<file path="config.mk">
export PLATFORM = sky130hd
export DESIGN_NAME = fp16div
export DESIGN_NICKNAME = d
export VERILOG_FILES = /design/src/rtl/fp16_pkg.sv /design/src/rtl/fp16div_pack.sv /design/src/rtl/fp16div.sv
export SDC_FILE = /design/constraint.sdc
export NUM_CORES = 1
export LEC_CHECK = 0
export CELL_PAD_IN_SITES_DETAIL_PLACEMENT = 2
export CELL_PAD_IN_SITES_GLOBAL_PLACEMENT = 2
export CORE_ASPECT_RATIO = 1.1
export CORE_MARGIN = 10
export CORE_UTILIZATION = 30
export DETAILED_ROUTE_END_ITERATION = 10
export GPL_TIMING_DRIVEN = 0
export HOLD_SLACK_MARGIN = 0.06
export PLACE_DENSITY_LB_ADDON = 0.1
export SLEW_MARGIN = 20
export SYNTH_ARGS = -nofsm -noshare
export SYNTH_HDL_FRONTEND = slang
export SYNTH_SLANG_ARGS = --single-unit
export TNS_END_PERCENT = 20
</file>
<file path="constraint.sdc">
create_clock -name i_clk -period 3.7 [get_ports i_clk]
set_input_delay 0.37 -clock i_clk [delete_from_list [all_inputs] [get_ports i_clk]]
set_output_delay 0.37 -clock i_clk [all_outputs]
set_load 0.03 [all_outputs]
</file>
<file path="src/rtl/fp16_pkg.sv">
// Shared fp16 format constants, field struct and divider state encoding.
package fp16_pkg;

  localparam int FP16_BIAS    = 15;
  localparam int FP16_EXP_W   = 5;
  localparam int FP16_MANT_W  = 10;
  localparam int FP16_EXP_MAX = 31;
  localparam logic [15:0] FP16_QNAN = 16'h7E00;

  typedef struct packed {
    logic                   sign;
    logic [FP16_EXP_W-1:0]  exp;
    logic [FP16_MANT_W-1:0] mant;
  } fp16_t;

  typedef enum logic [1:0] {
    IDLE,
    DIV,
    NORM,
    DONE
  } div_state_t;

endpackage

</file>
<file path="src/rtl/fp16div_pack.sv">
// Combinational exponent/mantissa packing of the divider quotient.
// FP16DIV_SPECIALS_EN adds NaN/inf/zero handling and exponent saturation.
module fp16div_pack
  import fp16_pkg::*;
(
  input  logic        sign,
  input  logic [4:0]  ea,
  input  logic [4:0]  eb,
  input  logic [11:0] q,
`ifdef FP16DIV_SPECIALS_EN
  input  logic        any_nan,
  input  logic        a_inf,
  input  logic        b_inf,
  input  logic        a_zero,
  input  logic        b_zero,
`endif
  output logic [15:0] res
);

  logic [9:0] mant;

  // q[11] set means the quotient is already in [1,2); otherwise shift up one
  assign mant = q[11] ? q[10:1] : q[9:0];

`ifdef FP16DIV_SPECIALS_EN
  localparam logic signed [6:0] BIAS_S    = 7'(FP16_BIAS);
  localparam logic signed [6:0] EXP_MAX_S = 7'(FP16_EXP_MAX);

  logic signed [6:0] e;
  fp16_t             r;

  always_comb begin
    e = $signed({2'b00, ea}) - $signed({2'b00, eb}) + BIAS_S
        - (q[11] ? 7'sd0 : 7'sd1);
    r = '{sign: sign, exp: e[4:0], mant: mant};
    if (any_nan || (a_zero && b_zero) || (a_inf && b_inf))
      r = FP16_QNAN;
    else if (a_inf || b_zero)
      r = '{sign: sign, exp: 5'(FP16_EXP_MAX), mant: 10'd0};
    else if (a_zero || b_inf)
      r = '{sign: sign, exp: 5'd0, mant: 10'd0};
    else if (e >= EXP_MAX_S)
      r = '{sign: sign, exp: 5'(FP16_EXP_MAX), mant: 10'd0};
    else if (e <= 7'sd0)
      r = '{sign: sign, exp: 5'd0, mant: 10'd0};
  end

  assign res = r;
`else
  logic [4:0] e_field;

  // Raw mode: exponent wraps modulo 32, like the companion multiplier
  assign e_field = ea - eb + 5'(FP16_BIAS) - {4'b0000, ~q[11]};
  assign res     = {sign, e_field, (e_field == 5'd0) ? 10'd0 : mant};
`endif

endmodule

</file>
<file path="src/rtl/fp16div.sv">
// Sequential fp16 divider: restoring mantissa division, one quotient bit per clock.
// Define FP16DIV_SPECIALS_EN for IEEE-style NaN/inf/zero/overflow handling.
module fp16div
  import fp16_pkg::*;
(
  input  logic        i_clk,
  input  logic        i_rst_n,
  input  logic        i_valid,
  output logic        o_ready,
  input  logic [15:0] i_a,
  input  logic [15:0] i_b,
  output logic        o_valid,
  input  logic        i_ready,
  output logic [15:0] o_res
);

  div_state_t  state, state_next;
  fp16_t       a_f, b_f;
  logic        accept;
  logic        sign_q;
  logic [4:0]  ea_q, eb_q;
  logic [10:0] d_q;
  logic [11:0] r_q, q_q;
  logic [3:0]  cnt_q;
  logic [15:0] res_q, pack_res;
  logic [12:0] r_diff;
  logic        r_ge;
  logic [11:0] r_rem;
`ifdef FP16DIV_SPECIALS_EN
  logic        any_nan_q, a_inf_q, b_inf_q, a_zero_q, b_zero_q;
`endif

  assign a_f    = i_a;
  assign b_f    = i_b;
  assign accept = i_valid && o_ready;
  assign o_res  = res_q;

  // One restoring step: the borrow of R-D decides the quotient bit
  always_comb begin
    r_diff = {1'b0, r_q} - {2'b00, d_q};
    r_ge   = ~r_diff[12];
    r_rem  = r_ge ? r_diff[11:0] : r_q;
  end

  always_ff @(posedge i_clk) begin
    if (!i_rst_n) state <= IDLE;
    else          state <= state_next;
  end

  always_comb begin
    state_next = state;
    o_ready    = 1'b0;
    o_valid    = 1'b0;
    case (state)
      IDLE: begin
        o_ready = 1'b1;
        if (i_valid) state_next = DIV;
      end
      DIV:  if (cnt_q == 4'd0) state_next = NORM;
      NORM: state_next = DONE;
      DONE: begin
        o_valid = 1'b1;
        if (i_ready) state_next = IDLE;
      end
      default: state_next = IDLE;
    endcase
  end

  always_ff @(posedge i_clk) begin
    if (!i_rst_n) begin
      sign_q <= 1'b0;
      ea_q   <= '0;
      eb_q   <= '0;
      d_q    <= '0;
      r_q    <= '0;
      q_q    <= '0;
      cnt_q  <= '0;
      res_q  <= '0;
`ifdef FP16DIV_SPECIALS_EN
      any_nan_q <= 1'b0;
      a_inf_q   <= 1'b0;
      b_inf_q   <= 1'b0;
      a_zero_q  <= 1'b0;
      b_zero_q  <= 1'b0;
`endif
    end else begin
      case (state)
        IDLE: if (accept) begin
          sign_q <= a_f.sign ^ b_f.sign;
          ea_q   <= a_f.exp;
          eb_q   <= b_f.exp;
          d_q    <= {1'b1, b_f.mant};
          r_q    <= {2'b01, a_f.mant};
          q_q    <= '0;
          cnt_q  <= 4'd11;
`ifdef FP16DIV_SPECIALS_EN
          any_nan_q <= (a_f.exp == 5'(FP16_EXP_MAX) && a_f.mant != '0) ||
                       (b_f.exp == 5'(FP16_EXP_MAX) && b_f.mant != '0);
          a_inf_q   <= (a_f.exp == 5'(FP16_EXP_MAX)) && (a_f.mant == '0);
          b_inf_q   <= (b_f.exp == 5'(FP16_EXP_MAX)) && (b_f.mant == '0);
          a_zero_q  <= (a_f.exp == 5'd0);
          b_zero_q  <= (b_f.exp == 5'd0);
`endif
        end
        DIV: begin
          q_q[cnt_q] <= r_ge;
          r_q        <= r_rem << 1;
          if (cnt_q != 4'd0) cnt_q <= cnt_q - 4'd1;
        end
        NORM: res_q <= pack_res;
        default: ;
      endcase
    end
  end

  fp16div_pack u_pack (
    .sign    (sign_q),
    .ea      (ea_q),
    .eb      (eb_q),
    .q       (q_q),
`ifdef FP16DIV_SPECIALS_EN
    .any_nan (any_nan_q),
    .a_inf   (a_inf_q),
    .b_inf   (b_inf_q),
    .a_zero  (a_zero_q),
    .b_zero  (b_zero_q),
`endif
    .res     (pack_res)
  );

endmodule
</file>
==> impl_metrics.tcl <==
set metrics [dict create \
    status "finished, final reports clean" \
    path_max_fanout 12 \
    syn_area_per_cell_um2 8.39 \
    synth_seq_area_share_pct 36.9 \
    initial_core_util_pct 30.6 \
    min_from "d_q[3]" \
    yosysMostFrequentCell "dfxtp_1" \
    dp_cells 646 \
    rsz0062_at_grt "false" \
    crit_path_start_kind "flop" \
    crit_path_max_incr_delay_ns 0.71 \
    wire_per_inst_um 17.6 \
    die_h_um 136 \
    cts_buffers 9 \
    instances_no_fill 661 \
    grtUsageTotal_pct 13.9 \
    yosys.area.top_type_share_pct 36.9 \
    multi_input_comb_area_um2 2100 \
    clock-sinks 68 \
    slew_headroom_pct 57.1 \
    syn-instance-count 439 \
    drive_above_1_share_pct 5.52 \
    worst_setup_path_end_kind "flop" \
    yosysWarningCount 0 \
    holdPathEnd "d_q[3]" \
    first_iter_violations 114 \
    critical_path.top_delay_family "adder cells" \
    die_area_um2 17100 \
    hold_path_class "reg -> reg" \
    first_pass_iters 4 \
    crit_path_cell_trace "inv_1 -> ha_1 -> inv_1 -> ha_1 -> ha_1 -> fa_1 -> xor2_1 -> or4_1 -> o21ai_2 -> a2bb2oi_1 -> nor2_1" \
    num-fill-cells 1361 \
    rr_worst_depth 11 \
    gp_congestion 0.746 \
    r2r_start "q_q[11]" \
    period_minus_slack_ns 3.33 \
    viasPerCell 5.11 \
    root_buffer "clkbuf_16" \
    dr_total_vias 3381 \
    hold_depth 2 \
    finalSetupTns_ns 0 \
    antenna_cells 0 \
    finalSetupViolCount 0 \
    synth_area_um2 3680 \
    dp_hpwl_mm 8.99 \
    max_freq_mhz 301 \
    synth_edf_count 0 \
    drc 0 \
    crit_top_cell "ha_1" \
    ys_ff_latch 68 \
    grt_pass1_vias 3760 \
    grt_pass1_wl_mm 19.2 \
    finClkSkew_ns 0.00506 \
    rr_endpoint "o_res[2]" \
    power.density_nw_per_um2 872 \
    crit_required_ns 3.91 \
    r2r_setup_slack_ns 0.37 \
    die_w_um 126 \
    ctsHoldBuffers 0 \
    drt_wl_total_mm 11.6 \
    ioPinCount 54 \
    core_area_um2 12000 \
    total_power_w 0.00411 \
    ys_top_cells_by_area "dfxtp_1 37%, ha_1 10%, nand2_1 6.6%" \
    period_share_pct 89.9 \
    clk_pin_slew_ns 0.06 \
    fin_util_pct 39.1 \
    cp.arrival_ns 3.53 \
    regArea_um2 1360 \
    grt_max_degree 13 \
    syn_to_final_growth_pct 27.7 \
    cts_tree "yes" \
    overflow 0 \
    power.leakage_nw 1.74 \
    clockBufferDepth 2 \
    worst-setup-path-type "reg -> reg" \
    ant_nets 0 \
    synth_commonest_cells "68 x dfxtp_1, 65 x nand2_1, 45 x a21oi_1" \
    nets 570 \
    async_reset_ff_share_pct 0 \
    drv_slew 0 \
    clock_latency_ns 0.34 \
    dominantRegCellSynth "dfxtp_1" \
    ys_types 51 \
    rows 42 \
    synth_largest_area_cell "dfxtp_1" \
    htreeDepth 3 \
    cts_resized 0 \
    cpMaxStageDelayCell "dfxtp_1" \
    synth_nets 507 \
    finalHoldViolations 0 \
    tightest_slew_ns 0.643 \
    antenna_found_initial 0 \
    path_buf_inv 2 \
    portBuffers 53 \
    max_cap_violations 0 \
    ir_drop_uv 317 \
]
-- kinds of logic after synthesis --
kind of cell / synth area share (%)
simple gates: 17.3
buf+inv: 6.08
mux: 4.35
flops: 36.9
fa+ha+maj: 11.3
compound gates: 21.2
xor+xnor: 2.85
-- final cells by class --
| class | instances | share of cell area [%] |
|---|---|---|
| Clock buffer | 10 | 5.08 |
| Multi-Input combinational cell | 318 | 44.6 |
| Clock inverter | 6 | 1.36 |
| Buffer | 20 | 2.13 |
| Inverter | 32 | 2.55 |
| Sequential cell | 68 | 28.9 |
| Timing Repair Buffer | 53 | 11.3 |
| Tap cell | 154 | 4.09 |
-- layer usage --
metal	vias to the layer above	track usage [%]	routed length [µm]
met5	-	0	0
met4	0	6.53	248
met3	15	2.69	355
met2	50	25.6	5940
met1	1648	15.1	5070
li1	1668	-	-
-- worst reg2reg max path: stages (launching register included) --
cell       delay, ns
dfxtp_1         0.71
inv_1           0.11
ha_1            0.30
inv_1           0.04
ha_1            0.17
ha_1            0.21
fa_1            0.38
xor2_1          0.18
or4_1           0.42
o21ai_2         0.37
a2bb2oi_1       0.24
nor2_1          0.07
-- power by group --
part	internal (W)	total (W)	switching, W
clock network	0.000538	0.000879	0.000340
registers	0.000895	0.00104	0.000143
logic	0.000862	0.00219	0.00133
-- worst max path at each step --
| stage | start | endpoint | slack (ns) | cells after the start |
|---|---|---|---|---|
| after global placement | q_q[11] | o_res[0] | 0.22 | 12 |
| after floorplan | q_q[11] | o_res[3] | 0.57 | 12 |
| after global routing | q_q[11] | o_res[5] | 0.13 | 11 |
| final | q_q[11] | o_res[2] | 0.37 | 11 |
| after detailed placement | q_q[11] | o_res[9] | 0.13 | 12 |
| after CTS | q_q[11] | o_res[2] | 0.12 | 12 |
-- layout by cell type (no fill, tap or decap), types with 3 or more instances in the layout --
cell type	instances
clkdlybuf4s50_1	53
ha_1	30
a2bb2oi_1	10
xor2_1	3
nor2_1	33
inv_1	30
a311oi_1	14
o21a_1	5
or3_1	7
a21oi_1	45
nor3_1	7
nand2b_1	6
nand3_1	4
a31oi_1	5
clkbuf_1	14
nand2_1	65
xnor2_1	9
o211ai_1	7
buf_1	3
a21o_1	3
clkbuf_16	9
o21ai_2	3
mux2i_1	16
dfxtp_1	68
o21ai_0	15
-- stage by stage --
| step | instance area, µm² | worst slack (ns) | hold slack (ns) |
|---|---|---|---|
| 5_1_grt | 4710 | 0.130 | 0.477 |
| 3_5_place_dp | 4410 | 0.127 | 0.454 |
| 6_report | 4710 | 0.372 | 0.459 |
| 4_1_cts | 4710 | 0.116 | 0.462 |
| 3_3_place_gp | 4410 | 0.225 | 0.445 |
| 2_1_floorplan | 3680 | 0.574 | 0.436 |
-- state kept, by name, summed over array words and instances (netlist names), 2 cells and up --
name	flops
o_res	16
q_q	12
r_q	12
d_q	11
ea_q	5
eb_q	5
cnt_q	4
state	2
-- repair_timing --
action / in CTS / in global routing
setup buffers: 0 / 0
setup endpoints to repair: 0 / 10
hold endpoints to repair: 0 / 0
Note: power is estimated with default switching activity, not from simulation.
